### config.mk
export PLATFORM = sky130hd
export DESIGN_NAME = arch_output_buffer_flat
export DESIGN_NICKNAME = d
export VERILOG_FILES = /design/src/rtl/taadda_io_pkg.sv /design/src/rtl/arch_output_buffer_if.sv /design/src/rtl/arch_fifo_ctrl.sv /design/src/rtl/arch_output_buffer.sv /design/src/flat_wrapper.sv
export SDC_FILE = /design/constraint.sdc
export NUM_CORES = 1
export LEC_CHECK = 0
export ABC_AREA = 1
export BUFFER_PORTS_ARGS = -buffer_cell sky130_fd_sc_hd__buf_2
export CORE_MARGIN = 10
export CORE_UTILIZATION = 38
export CTS_BUF_LIST = sky130_fd_sc_hd__clkbuf_4 sky130_fd_sc_hd__clkbuf_8
export DETAILED_ROUTE_END_ITERATION = 12
export GPL_TIMING_DRIVEN = 0
export MAX_ROUTING_LAYER = met4
export PLACE_DENSITY = 0.52
export RECOVER_POWER = 50
export SETUP_SLACK_MARGIN = 0.3
export SLEW_MARGIN = 10
export SYNTH_ARGS = -nofsm -noshare
export SYNTH_HDL_FRONTEND = slang
export SYNTH_HIERARCHICAL = 1
export SYNTH_SLANG_ARGS = --single-unit
export TNS_END_PERCENT = 5
### constraint.sdc
create_clock -name clk -period 5.68 [get_ports clk]
set_clock_uncertainty 0.2 [all_clocks]
set_input_delay 0.284 -clock clk [delete_from_list [all_inputs] [get_ports clk]]
set_output_delay 0.284 -clock clk [all_outputs]
set_load 0.03 [all_outputs]
### src/rtl/taadda_io_pkg.sv
// Shared definitions for the CPU level-I/O buffers (output side now, input side later).
package taadda_io_pkg;

    localparam int IO_BYTE_W             = 8;
    localparam int IO_FIFO_DEPTH_DEFAULT = 16;

    // Read/write pointer width for a power-of-two FIFO depth.
    function automatic int ptr_w(input int depth);
        return $clog2(depth);
    endfunction

    // Occupancy width: one extra bit so the value DEPTH itself is representable.
    function automatic int level_w(input int depth);
        return $clog2(depth) + 1;
    endfunction

endpackage

### src/rtl/arch_output_buffer_if.sv
// Bundle of the capture side (core output port) and drain side (consumer handshake).
// Optional statistics outputs exist only when ARCH_OUTPUT_BUFFER_STATS_EN is defined.
interface arch_output_buffer_if
    import taadda_io_pkg::*;
#(
    parameter int DEPTH      = IO_FIFO_DEPTH_DEFAULT,
    parameter int DATA_WIDTH = IO_BYTE_W
) ();

    logic                      in_en;
    logic [DATA_WIDTH-1:0]     in_data;
    logic                      out_valid;
    logic                      out_ready;
    logic [DATA_WIDTH-1:0]     out_data;
    logic [level_w(DEPTH)-1:0] level;
    logic                      overflow;
    logic                      ovf_clr;
`ifdef ARCH_OUTPUT_BUFFER_STATS_EN
    logic [15:0]               tx_count;
    logic [7:0]                drop_count;
`endif

    // Core and consumer side: drives bytes in, takes bytes out.
    modport master (
        output in_en, in_data, out_ready, ovf_clr,
        input  out_valid, out_data, level, overflow
`ifdef ARCH_OUTPUT_BUFFER_STATS_EN
        , input tx_count, drop_count
`endif
    );

    // Buffer side.
    modport slave (
        input  in_en, in_data, out_ready, ovf_clr,
        output out_valid, out_data, level, overflow
`ifdef ARCH_OUTPUT_BUFFER_STATS_EN
        , output tx_count, drop_count
`endif
    );

endinterface

### src/rtl/arch_fifo_ctrl.sv
// FIFO bookkeeping: pointers, occupancy and push/pop/drop qualification.
// A push into a full FIFO is accepted only if a pop frees a slot in the same cycle.
module arch_fifo_ctrl
    import taadda_io_pkg::*;
#(
    parameter int DEPTH = IO_FIFO_DEPTH_DEFAULT,
    localparam int PW   = ptr_w(DEPTH),
    localparam int LW   = level_w(DEPTH)
) (
    input  logic          clk,
    input  logic          rst,
    input  logic          in_en,
    input  logic          out_ready,
    output logic          push,
    output logic          pop,
    output logic          drop,
    output logic          empty,
    output logic [PW-1:0] wr_ptr,
    output logic [PW-1:0] rd_ptr,
    output logic [LW-1:0] level
);

    localparam logic [LW-1:0] FULL_LEVEL = LW'(DEPTH);

    logic full;

    assign empty = (level == '0);
    assign full  = (level == FULL_LEVEL);
    assign pop   = ~empty & out_ready;
    assign push  = in_en & (~full | pop);
    assign drop  = in_en & full & ~pop;

    // Advance pointers modulo DEPTH and track occupancy explicitly.
    always_ff @(posedge clk or negedge rst) begin
        if (!rst) begin
            wr_ptr <= '0;
            rd_ptr <= '0;
            level  <= '0;
        end else begin
            // NOTE: state registers use <= so every update sees pre-edge values, regardless of statement order.
            if (push) wr_ptr <= wr_ptr + PW'(1);
            if (pop)  rd_ptr <= rd_ptr + PW'(1);
            unique case ({push, pop})
                2'b10:   level <= level + LW'(1);
                2'b01:   level <= level - LW'(1);
                default: level <= level;
            endcase
        end
    end

endmodule

### src/rtl/arch_output_buffer.sv
// Output byte buffer for the CPU level-output port: captures bytes into a show-ahead
// FIFO, drains them over valid/ready, and flags drops with a sticky overflow bit.
// Define ARCH_OUTPUT_BUFFER_STATS_EN to add tx_count / drop_count outputs.
module arch_output_buffer
    import taadda_io_pkg::*;
#(
    parameter int DEPTH      = IO_FIFO_DEPTH_DEFAULT,
    parameter int DATA_WIDTH = IO_BYTE_W,
    localparam int PW        = ptr_w(DEPTH)
) (
    input  logic                 clk,
    input  logic                 rst,
    arch_output_buffer_if.slave  bus
);

    logic          push;
    logic          pop;
    logic          drop;
    logic          empty;
    logic [PW-1:0] wr_ptr;
    logic [PW-1:0] rd_ptr;

    logic [DATA_WIDTH-1:0] mem [DEPTH];

    arch_fifo_ctrl #(.DEPTH(DEPTH)) u_ctrl (
        .clk       (clk),
        .rst       (rst),
        .in_en     (bus.in_en),
        .out_ready (bus.out_ready),
        .push      (push),
        .pop       (pop),
        .drop      (drop),
        .empty     (empty),
        .wr_ptr    (wr_ptr),
        .rd_ptr    (rd_ptr),
        .level     (bus.level)
    );

    // Write accepted bytes into storage at the tail.
    // NOTE: storage has no reset; contents are don't-care until written, and this keeps it mappable to RAM.
    always_ff @(posedge clk) begin
        if (push) mem[wr_ptr] <= bus.in_data;
    end

    // Show-ahead head byte, forced to zero while empty.
    assign bus.out_valid = ~empty;
    assign bus.out_data  = empty ? '0 : mem[rd_ptr];

    // Sticky overflow: a drop sets it and wins over a same-cycle clear.
    always_ff @(posedge clk or negedge rst) begin
        if (!rst)              bus.overflow <= 1'b0;
        else if (drop)         bus.overflow <= 1'b1;
        else if (bus.ovf_clr)  bus.overflow <= 1'b0;
    end

`ifdef ARCH_OUTPUT_BUFFER_STATS_EN
    // Popped-byte counter (wrapping) and dropped-byte counter (saturating, cleared with overflow).
    always_ff @(posedge clk or negedge rst) begin
        if (!rst) begin
            bus.tx_count   <= '0;
            bus.drop_count <= '0;
        end else begin
            if (pop) bus.tx_count <= bus.tx_count + 16'd1;
            if (drop) begin
                if (bus.ovf_clr)                bus.drop_count <= 8'd1;
                else if (bus.drop_count != '1)  bus.drop_count <= bus.drop_count + 8'd1;
            end else if (bus.ovf_clr) begin
                bus.drop_count <= '0;
            end
        end
    end
`else
    logic unused_pop;
    assign unused_pop = pop;
`endif

endmodule

### src/flat_wrapper.sv
// flat-port wrapper written by rule: the top's interface ports become plain ports
module arch_output_buffer_flat import taadda_io_pkg::*;
#(
    parameter int DEPTH      = IO_FIFO_DEPTH_DEFAULT,
    parameter int DATA_WIDTH = IO_BYTE_W,
    localparam int PW        = ptr_w(DEPTH)
)
  (clk, rst, bus_in_en, bus_in_data, bus_out_ready, bus_ovf_clr, bus_out_valid, bus_out_data, bus_level, bus_overflow);
  arch_output_buffer_if #(.DEPTH(DEPTH), .DATA_WIDTH(DATA_WIDTH)) bus_i ();
  input  logic clk;
  input  logic rst;
  input wire logic [$bits(bus_i.in_en)-1:0] bus_in_en;
  input wire logic [$bits(bus_i.in_data)-1:0] bus_in_data;
  input wire logic [$bits(bus_i.out_ready)-1:0] bus_out_ready;
  input wire logic [$bits(bus_i.ovf_clr)-1:0] bus_ovf_clr;
  output wire logic [$bits(bus_i.out_valid)-1:0] bus_out_valid;
  output wire logic [$bits(bus_i.out_data)-1:0] bus_out_data;
  output wire logic [$bits(bus_i.level)-1:0] bus_level;
  output wire logic [$bits(bus_i.overflow)-1:0] bus_overflow;
  assign bus_i.in_en = bus_in_en;
  assign bus_i.in_data = bus_in_data;
  assign bus_i.out_ready = bus_out_ready;
  assign bus_i.ovf_clr = bus_ovf_clr;
  assign bus_out_valid = bus_i.out_valid;
  assign bus_out_data = bus_i.out_data;
  assign bus_level = bus_i.level;
  assign bus_overflow = bus_i.overflow;
  arch_output_buffer #(.DEPTH(DEPTH), .DATA_WIDTH(DATA_WIDTH)) u_core (.clk(clk), .rst(rst), .bus(bus_i));
endmodule
==> results.toml, run 1 <==
[logic_synthesis]
async_reset_ff_share_pct = 9.859
syn-mean-instance-area_sq_um = 10.20
synth-edff-count = 128
synthFlopType = "edfxtp_1"
synthesis.area_sq_um = 6376
synth.largest_area_cell = "edfxtp_1"
synth_top_area_share_pct = 60.28
synth_area_leaders = "edfxtp_1 60%, nand2_1 13%, nand3_1 6.8%, dfrtp_1 5.5%, inv_1 4.8%"
synthesis.nets = 641
ys.warnings.count = 6
seq_area_frac_synth_pct = 65.78
ys_types = 29
netlist_instances = 625
ys_ff_latch = 142

[clock_network]
path_clk_slew_ns = 0.08
htree_levels = 4
cts_buffers = 17
cts_tree = "built"
ctsRootBufferMaster = "clkbuf_8"
post-cts-setup-buffers = 0
ctsLongestPathBuffers = 2
worstSkewPairLatency_ns = 0.45
cts_sinks = 142

[floorplanning]
io_pins = 28
coreArea_sq_um = 16520
die_w_um = 149.5
start_util_pct = 38.59
die_y_um = 149.5
rows = 47
dieArea_sq_um = 22360

[critical_path]
cp.arrival_ns = 2.33
slowest_stage = "dfrtp_1"
crit_start = "u_core/u_ctrl/rd_ptr[0]"
cpMostUsedCell = "nand2_1"
setup.worst_path.end_class = "output port"
rrSetupSlack_ns = 2.91
critPathLaunchType = "flop"
regToRegEndpoint = "u_core/mem[4][0]"
r2r-start = "u_core/u_ctrl/level[0]"
critical-path-top-delay-family = "buffers and inverters"
r2r_cells = 6
path_cells = "inv_2 -> buf_2 -> nand2_1 -> nand2_1 -> nand2_1 -> nand3_1 -> nand3_1 -> a21oi_1 -> buf_2"
slowest_delay_ns = 0.46
critical_path_class = "flop to output port"
worstPathRequired_ns = 5.20
crit_buf_inv = 3
cp_max_fo = 10

[grt]
grt_pass1_vias = 4362
grtUsageMet3_pct = 2.899
grt-ovfl-total = 0
grt_pass1_wl_um = 25730
grt_max_degree = 17
busiest_layer = "met2"
gr-usage-met1_pct = 21.22
antenna_found_initial = 0
track_usage_pct = 16.16
grt_util_met2_pct = 24.98

[sta]
min_period_over_period_pct = 49.55
rsz0062_at_grt = "false"
period_minus_slack_ns = 2.814
worstMarginPinSlew_ns = 0.9675
max_slew_margin_pct = 35.50
max_freq_mhz = 355.3
tns_ns = 0
finalHoldViolCount = 0
slew_viol_final = 0
whs_ns = 0.05922
finalSetupViolCount = 0

[place]
post-dp-hpwl_um = 11580
port_buffers = 26
place_congestion = 0.9222

[cells_and_area]
multi_input_area_sq_um = 1668
fillCellCount = 1621
finalNetCount = 688
regArea_sq_um = 4194
syn_to_final_growth_pct = 11.73
final_util_pct = 43.11
antenna_cells = 0
drive_above_1_share_pct = 10.98

[power]
p_seq_share_pct = 36.8
p_leak_nw = 3.012
power_frac_comb_pct = 42.8
peakVddDrop_mv = 0.2769
cellPowerDensity_nw_per_um2 = 526.3
pwr-share-clk_pct = 20.4
p_switching_mw = 1.615
p_sw_share_pct = 43.08
intPower_mw = 2.134

[drt]
wl_um = 17080
via_count = 4440
drc = 0
routedWlPerCell_um = 18.91
dr.pass1.iters = 5
first_iter_violations = 389
avgViaCountPerCell = 4.917
antenna_left = 0

[job]
drv_cap = 0

[hold_path]
hold_depth = 3
hold_class = "primary input to flop"
holdPathEnd = "u_core/bus.overflow"
min_from = "bus_out_ready"

[status]
status = "finished clean"
==> registers in the layout (all words and copies together) (netlist names) <==
register and flops:
u_core/bus.overflow 1, u_core/mem 128, u_core/u_ctrl/rd_ptr 4, u_core/u_ctrl/wr_ptr 4, u_core/u_ctrl/level 5
==> worst min-delay path, stage by stage <==
cell      delay [ns]
buf_2           0.18
nor4_1          0.08
o21bai_1        0.14
==> per-layer routing <==
layer	vias to the layer above	part of all wire, %
met3	21	5.2
met4	0	1.5
met5	-	0
li1	2126	-
met1	2182	46
met2	111	47
==> placed cells by master (no fill, tap or decap) <==
master and count:
nand2_1 222, edfxtp_1 128, nand3_1 87, inv_1 81, buf_2 29, nor2_1 20, clkbuf_8 17, dfrtp_1 14
clkbuf_1 13, a21oi_1 8, nand4_1 6, xnor2_1 6, buf_6 5, inv_2 4, buf_4 4, clkinv_1 3
nand3b_1 3, o21ai_0 3, xor2_1 3, ha_1 3, clkinv_4 2, bufinv_16 2, clkinvlp_4 2, clkinv_2 2
dlygate4sd3_1 2, o21ai_1 2, nand2_2 2, inv_6 1, clkbuf_4 1, buf_1 1, o21bai_1 1, nor2_4 1
nand3_4 1, nor3_1 1, nor4_1 1, nand2_4 1, mux2_2 1
==> cells in the mapped netlist (2+ instances only) <==
cell type    n
nand3_1     86
buf_6        5
nand3b_1     3
a21oi_1      8
o21ai_0      3
xor2_1       3
nand3_4      2
dfrtp_1     14
inv_1       81
o21ai_1      2
nand2_2      2
nand2_1    222
nor2_4       2
buf_4        4
nand4_1      6
xnor2_1      6
clkbuf_1     2
ha_1         3
inv_2        4
buf_2       14
edfxtp_1   128
nor2_1      18
==> worst max-delay path by stage <==
stage / end / slack, ns / cells past startpoint
after floorplan: u_core/mem[12][0] / 3.54 / 6
after global placement: u_core/mem[9][4] / 3.28 / 6
after detailed placement: u_core/mem[4][2] / 3.22 / 6
after CTS: bus_out_data[6] / 2.87 / 9
after global routing: u_core/mem[4][2] / 2.72 / 6
final: bus_out_data[6] / 2.87 / 9
==> per-stage QoR <==
stage	cell area (sq um)	worst slack (ns)	cells	total power [mW]
2_1_floorplan	6376	3.538	625	2.460
3_5_place_dp	6782	3.224	871	3.015
6_report	7124	2.866	903	3.750
5_1_grt	7124	2.717	903	3.979
3_3_place_gp	6782	3.282	871	2.997
4_1_cts	7166	2.865	903	3.781
==> power groups by stage <==
stage	Clock, mW	Sequential [mW]	Combinational (mW)
floorplan	0	1.42	1.04
global placement	0	1.40	1.60
detailed placement	0	1.40	1.61
CTS	0.780	1.38	1.62
global route	0.828	1.40	1.75
finish	0.767	1.38	1.60
==> cell type report <==
class,count,area share (%)
Sequential cell,142,58.87
Multi-Input combinational cell,372,23.41
Inverter,85,4.478
Tap cell,220,3.864
Clock buffer,18,3.390
Buffer,26,2.353
Timing Repair Buffer,28,1.914
Clock inverter,12,1.721
==> what timing repair did <==
item,CTS,global route
setup endpoints to repair,0,0
resized for setup,0,0
endpoints found under the hold margin,15,0
hold buffers,2,0
==> logic make-up (layout without fill, tap and decap cells) <==
family,Yosys count,count (layout),synth area share [%]
xor gates and xnor gates,9,9,1.236
buffers and inverters,111,169,7.633
adders and majority gates,3,3,0.5888
AOI/OAI and AO/OA,14,14,1.138
and+or+nand+nor,345,345,23.45
DFF,142,142,65.78
muxes,1,1,0.1766
Power figures use the tool's default switching activity.
==> run 2: changes to the inputs <==
--- a/config.mk
+++ b/config.mk
@@ -13,7 +13,7 @@
 export DETAILED_ROUTE_END_ITERATION = 12
 export GPL_TIMING_DRIVEN = 0
 export MAX_ROUTING_LAYER = met4
-export PLACE_DENSITY = 0.52
+export PLACE_DENSITY = 0.54
 export RECOVER_POWER = 50
 export SETUP_SLACK_MARGIN = 0.3
 export SLEW_MARGIN = 10
==> constraint.sdc (replaced) <==
create_clock -name clk -period 2.4 [get_ports clk]
set_clock_uncertainty 0.2 [all_clocks]
set_input_delay 0.12 -clock clk [delete_from_list [all_inputs] [get_ports clk]]
set_output_delay 0.12 -clock clk [all_outputs]
set_load 0.03 [all_outputs]
==> run 2 against run 1 <==
Compared with the run above: worst hold slack better by 0.044 ns; combinational power increased to 2.9 times the previous value; total power grew to 2.7 times the previous value; cell area grew 11%; sequential share of layout area shrank 5.8 points; clock-buffer cell count up 1; via count grew 3.0%; first-iteration DRC count up 3.3%; critical path type unchanged; largest cell class unchanged.
==> results.toml, run 2 (synthesis results as in run 1) <==
[place]
post-dp-hpwl_um = 11280
dp.cells = 871
post-place-ws_ns = -0.1658
port_buffers = 26
place_congestion = 0.9158

[floorplanning]
die_y_um = 149.5
die_w_um = 149.5
dieArea_sq_um = 22360
start_util_pct = 38.59
rows = 47
coreArea_sq_um = 16520
io_pins = 28

[sta]
max_freq_mhz = 430.5
finalSetupViolCount = 0
max_slew_margin_pct = 33.41
slew_viol_final = 0
setup_ws_ns = 0.07693
finalHoldViolCount = 0
rsz0062_at_grt = "true"
min_period_over_period_pct = 96.79
whs_ns = 0.1036
worstMarginPinSlew_ns = 0.9989
period_minus_slack_ns = 2.323

[grt]
track_usage_pct = 16.28
grt_max_degree = 17
grt_pass1_vias = 4582
antenna_found_initial = 0
grt-ovfl-total = 0
grt_pass1_wl_um = 26240

[drt]
via_count = 4575
dr.pass1.iters = 5
avgViaCountPerCell = 4.930
routedWlPerCell_um = 18.22
drc = 0
first_iter_violations = 402
antenna_left = 0
wl_um = 16910

[critical_path]
cp.arrival_ns = 2.00
setup.worst_path.end_class = "output port"
worstPathRequired_ns = 2.08
critPathLaunchType = "flop"
cp_max_fo = 10
critical_path_class = "flop to output port"

[clock_network]
ctsLongestPathBuffers = 2
ctsRootBufferMaster = "clkbuf_8"
path_clk_slew_ns = 0.08
cts_sinks = 142
cts_tree = "built"
cts_buffers = 17
worstSkewPairLatency_ns = 0.46
htree_levels = 4

[power]
peakVddDrop_mv = 0.8009
p_switching_mw = 4.188
pwr-share-clk_pct = 20.9
p_leak_nw = 3.249
cellPowerDensity_nw_per_um2 = 1278
intPower_mw = 5.927
power_frac_comb_pct = 46.6
p_sw_share_pct = 41.40
p_seq_share_pct = 32.5

[cells_and_area]
fin_cells = 928
finalNetCount = 711
syn_to_final_growth_pct = 24.12
layout_common_cells = "217 x nand2_1, 128 x edfxtp_1, 79 x inv_1, 71 x nand3_1, 19 x clkbuf_8"
largest_register_ffs = 128
regMostFlops = "u_core/mem"
antenna_cells = 0
final_common_cell = "nand2_1"
final_util_pct = 47.89
drive_above_1_share_pct = 20.76
reg_top3 = "u_core/mem: 128 flops, u_core/u_ctrl/level: 5 flops"

[job]
drv_cap = 0

[status]
status = "finished clean"

[hold_path]
hold_class = "primary input to flop"
==> run 2: final cells by class <==
| type | count | area (sq um) |
|---|---|---|
| plain buffers | 26 | 269.0 |
| multi-input cells | 372 | 1943 |
| clock inverters | 13 | 186.4 |
| fillers | 1549 | 8611 |
| flip-flops and latches | 142 | 4199 |
| well taps | 220 | 275.3 |
| clock buffers | 19 | 261.5 |
| inverters | 85 | 330.3 |
| repair buffers | 51 | 449.2 |
==> run 2: final timing paths <==
check | start | to | slack (ns) | cells after the start
worst max-delay path | u_core/u_ctrl/rd_ptr[0] | bus_out_data[5] | 0.08 | 8
worst min-delay path | bus_in_en | u_core/u_ctrl/wr_ptr[0] | 0.10 | 4
worst max register to register | u_core/u_ctrl/level[1] | u_core/mem[7][2] | 0.13 | 6
worst min register to register | u_core/u_ctrl/rd_ptr[3] | u_core/u_ctrl/rd_ptr[3] | 0.33 | 1
max in group asynchronous | rst | u_core/u_ctrl/level[2] | 0.97 | 3
min in group asynchronous | rst | u_core/u_ctrl/wr_ptr[2] | 0.55 | 3
==> run 2: per-stage QoR <==
step | power (mW) | setup TNS, ns | instance area (sq um)
floorplan | 5.822 | 0 | 6376
global placement | 7.054 | -0.7816 | 6782
detailed placement | 7.114 | -3.689 | 6782
CTS | 9.932 | 0 | 7684
global route | 10.71 | -0.02954 | 7914
finish | 10.11 | 0 | 7914
==> run 2: critical path, stage by stage, from the launching register on <==
cell	delay, ns
dfrtp_2	0.46
buf_8	0.17
buf_6	0.15
nand2_1	0.07
nand3_1	0.08
nand3_1	0.14
nand3_1	0.12
a21oi_2	0.21
buf_6	0.16
==> run 2: what timing repair did <==
action | CTS | global route
gates resized for setup | 81 | 41
setup endpoints to repair | 137 | 140
endpoints found under the hold margin | 145 | 0
hold buffers | 13 | 0
setup buffers | 7 | 5
pin swaps | 5 | 24
==> run 2: routing by layer <==
layer / vias up / part of all wire (%) / track usage (%)
li1: 2179 / - / -
met1: 2215 / 44 / 20.57
met2: 147 / 48 / 25.00
met3: 34 / 5.8 / 2.989
met4: 0 / 2.4 / 7.409
met5: - / 0 / -
==> run 2: power groups by stage <==
stage | logic, mW | clock network (mW) | registers (mW)
after floorplan | 2.47 | 0 | 3.35
after global placement | 3.75 | 0 | 3.31
after detailed placement | 3.79 | 0 | 3.33
after CTS | 4.50 | 2.17 | 3.27
after global routing | 5.10 | 2.28 | 3.33
final | 4.71 | 2.12 | 3.28
==> run 3: changes to the inputs <==
--- a/config.mk
+++ b/config.mk
@@ -13,10 +13,9 @@
 export DETAILED_ROUTE_END_ITERATION = 12
 export GPL_TIMING_DRIVEN = 0
 export MAX_ROUTING_LAYER = met4
-export PLACE_DENSITY = 0.54
+export PLACE_DENSITY = 0.52
 export RECOVER_POWER = 50
 export SETUP_SLACK_MARGIN = 0.3
-export SLEW_MARGIN = 10
 export SYNTH_ARGS = -nofsm -noshare
 export SYNTH_HDL_FRONTEND = slang
 export SYNTH_HIERARCHICAL = 1
==> constraint.sdc (replaced) <==
create_clock -name clk -period 2.7 [get_ports clk]
set_clock_uncertainty 0.2 [all_clocks]
set_input_delay 0.135 -clock clk [delete_from_list [all_inputs] [get_ports clk]]
set_output_delay 0.135 -clock clk [all_outputs]
set_load 0.03 [all_outputs]
==> run 3 against run 2 <==
Compared with the run above: clock-buffer cell count is 1 lower; largest power group unchanged; combinational power is 21% lower; utilization is 2.9 points lower; highest routed layer unchanged; flip-flop and latch count stayed put; critical endpoint unchanged.
==> results.toml, run 3 (synthesis results as in run 1) <==
[status]
status = "finished clean"

[drt]
first_iter_violations = 458
antenna_left = 0
routedWlPerCell_um = 18.52
avgViaCountPerCell = 4.902
via_count = 4505
drc = 0
dr.pass1.iters = 5
wl_um = 17020

[floorplanning]
die_y_um = 149.5
coreArea_sq_um = 16520
start_util_pct = 38.59
die_w_um = 149.5
io_pins = 28
rows = 47
dieArea_sq_um = 22360

[grt]
grt-ovfl-total = 0
grt_pass1_vias = 4416
grt_pass1_wl_um = 26040
antenna_found_initial = 0
track_usage_pct = 16.29
grt_max_degree = 17

[clock_network]
worstSkewPairLatency_ns = 0.45
path_clk_slew_ns = 0.08
cts_sinks = 142
cts_tree = "built"
cts_buffers = 17
htree_levels = 4
ctsRootBufferMaster = "clkbuf_8"
ctsLongestPathBuffers = 2

[critical_path]
critPathLaunchType = "flop"
setup.worst_path.end_class = "output port"
cp_max_fo = 9
slowest_delay_ns = 0.46
cp.arrival_ns = 2.11
path_cells = "nor2_1 -> nand3_1 -> inv_1 -> clkbuf_2 -> a21oi_1 -> buf_2"
r2r-start = "u_core/u_ctrl/level[0]"
crit_start = "u_core/u_ctrl/level[2]"
critical_path_class = "flop to output port"
worstPathRequired_ns = 2.37
slowest_stage = "dfrtp_1"

[cells_and_area]
antenna_cells = 0
syn_to_final_growth_pct = 16.58
largest_register_ffs = 128
finalNetCount = 704
layout_common_cells = "222 x nand2_1, 128 x edfxtp_1, 81 x nand3_1, 80 x inv_1"
regMostFlops = "u_core/mem"
final_common_cell = "nand2_1"
drive_above_1_share_pct = 13.59
fin_cells = 919
reg_top3 = "u_core/mem: 128 flops, u_core/u_ctrl/level: 5 flops"
fillCellCount = 1601
final_area_sq_um = 7433
final_util_pct = 44.98

[sta]
min_period_over_period_pct = 90.38
worstMarginPinSlew_ns = 0.9768
max_slew_margin_pct = 34.88
rsz0062_at_grt = "true"
max_freq_mhz = 409.8
slew_viol_final = 0
period_minus_slack_ns = 2.440
tns_ns = 0
finalHoldViolCount = 0
finalSetupViolCount = 0

[power]
cellPowerDensity_nw_per_um2 = 1110
p_leak_nw = 3.124
peakVddDrop_mv = 0.5766
power_mw = 8.249

[place]
place_congestion = 0.9222
post-dp-hpwl_um = 11580
port_buffers = 26
place_area_sq_um = 6782
dp.cells = 871

[job]
drv_cap = 0

[hold_path]
hold_class = "primary input to flop"
min_from = "bus_in_en"
run 3: changes by cell type in the layout (fill, tap and decap cells not counted), sizes merged:
| cell | delta |
|---|---|
| buf | -12 |
| bufinv | -2 |
| clkinvlp | -2 |
| inv | -1 |
| clkbuf | +4 |
| clkinv | +4 |
run 3: layer usage:
layer  share of wire, %  wire (um)  GRT usage [%]  vias up
met3                4.8        824          2.959       21
met4                1.6        269          5.152        0
met5                  0          0              -        -
met2                 47       7994          24.96      113
met1                 47       7935          21.52     2207
li1                   -          -              -     2164
run 3: final timing paths:
kind	to	depth (start not counted)	slack, ns
max reg2reg	u_core/mem[9][5]	6	0.29
max in group asynchronous	u_core/u_ctrl/rd_ptr[0]	3	1.28
min in group asynchronous	u_core/u_ctrl/level[3]	3	0.57
min reg2reg	u_core/u_ctrl/rd_ptr[2]	1	0.32
max	bus_out_data[5]	6	0.26
min	u_core/u_ctrl/wr_ptr[0]	4	0.10
run 3: critical path: cells and delay by family, from the launching register on:
kind | cells | cell delay, ns
simple gates | 2 | 0.44
buf+inv | 3 | 0.68
flops | 1 | 0.46
compound gates | 1 | 0.08
run 3: layout make-up:
cell class / count / area (sq um) / share of cell area (%)
plain buffers: 26 / 240.2 / 3.232
clock buffers: 18 / 241.5 / 3.249
clock inverters: 12 / 122.6 / 1.650
inverters: 85 / 330.3 / 4.444
multi-input cells: 372 / 1727 / 23.23
flip-flops and latches: 142 / 4195 / 56.44
well taps: 220 / 275.3 / 3.703
repair buffers: 44 / 301.5 / 4.057
run 3: power breakdown:
| group | switching [mW] | internal (mW) | total (mW) | leakage (nW) |
|---|---|---|---|---|
| clock | 0.800 | 0.811 | 1.61 | 0.181 |
| combinational | 2.50 | 1.23 | 3.73 | 1.62 |
| sequential | 0.191 | 2.71 | 2.91 | 1.33 |
run 3: repair_timing:
item	4_1_cts	5_1_grt
setup endpoints to repair	67	128
endpoints found under the hold margin	145	0
buffers inserted	2	3
hold buffers	13	0
pin swaps	1	1
resized for setup	28	20
run 3: per-stage QoR:
| step | setup WS, ns | hold slack, ns |
|---|---|---|
| floorplan | 0.5580 | -0.3606 |
| global placement | 0.3020 | -0.1443 |
| detailed placement | 0.2445 | -0.1414 |
| CTS | 0.2507 | 0.07991 |
| global route | 0.1248 | 0.1280 |
| finish | 0.2598 | 0.1042 |
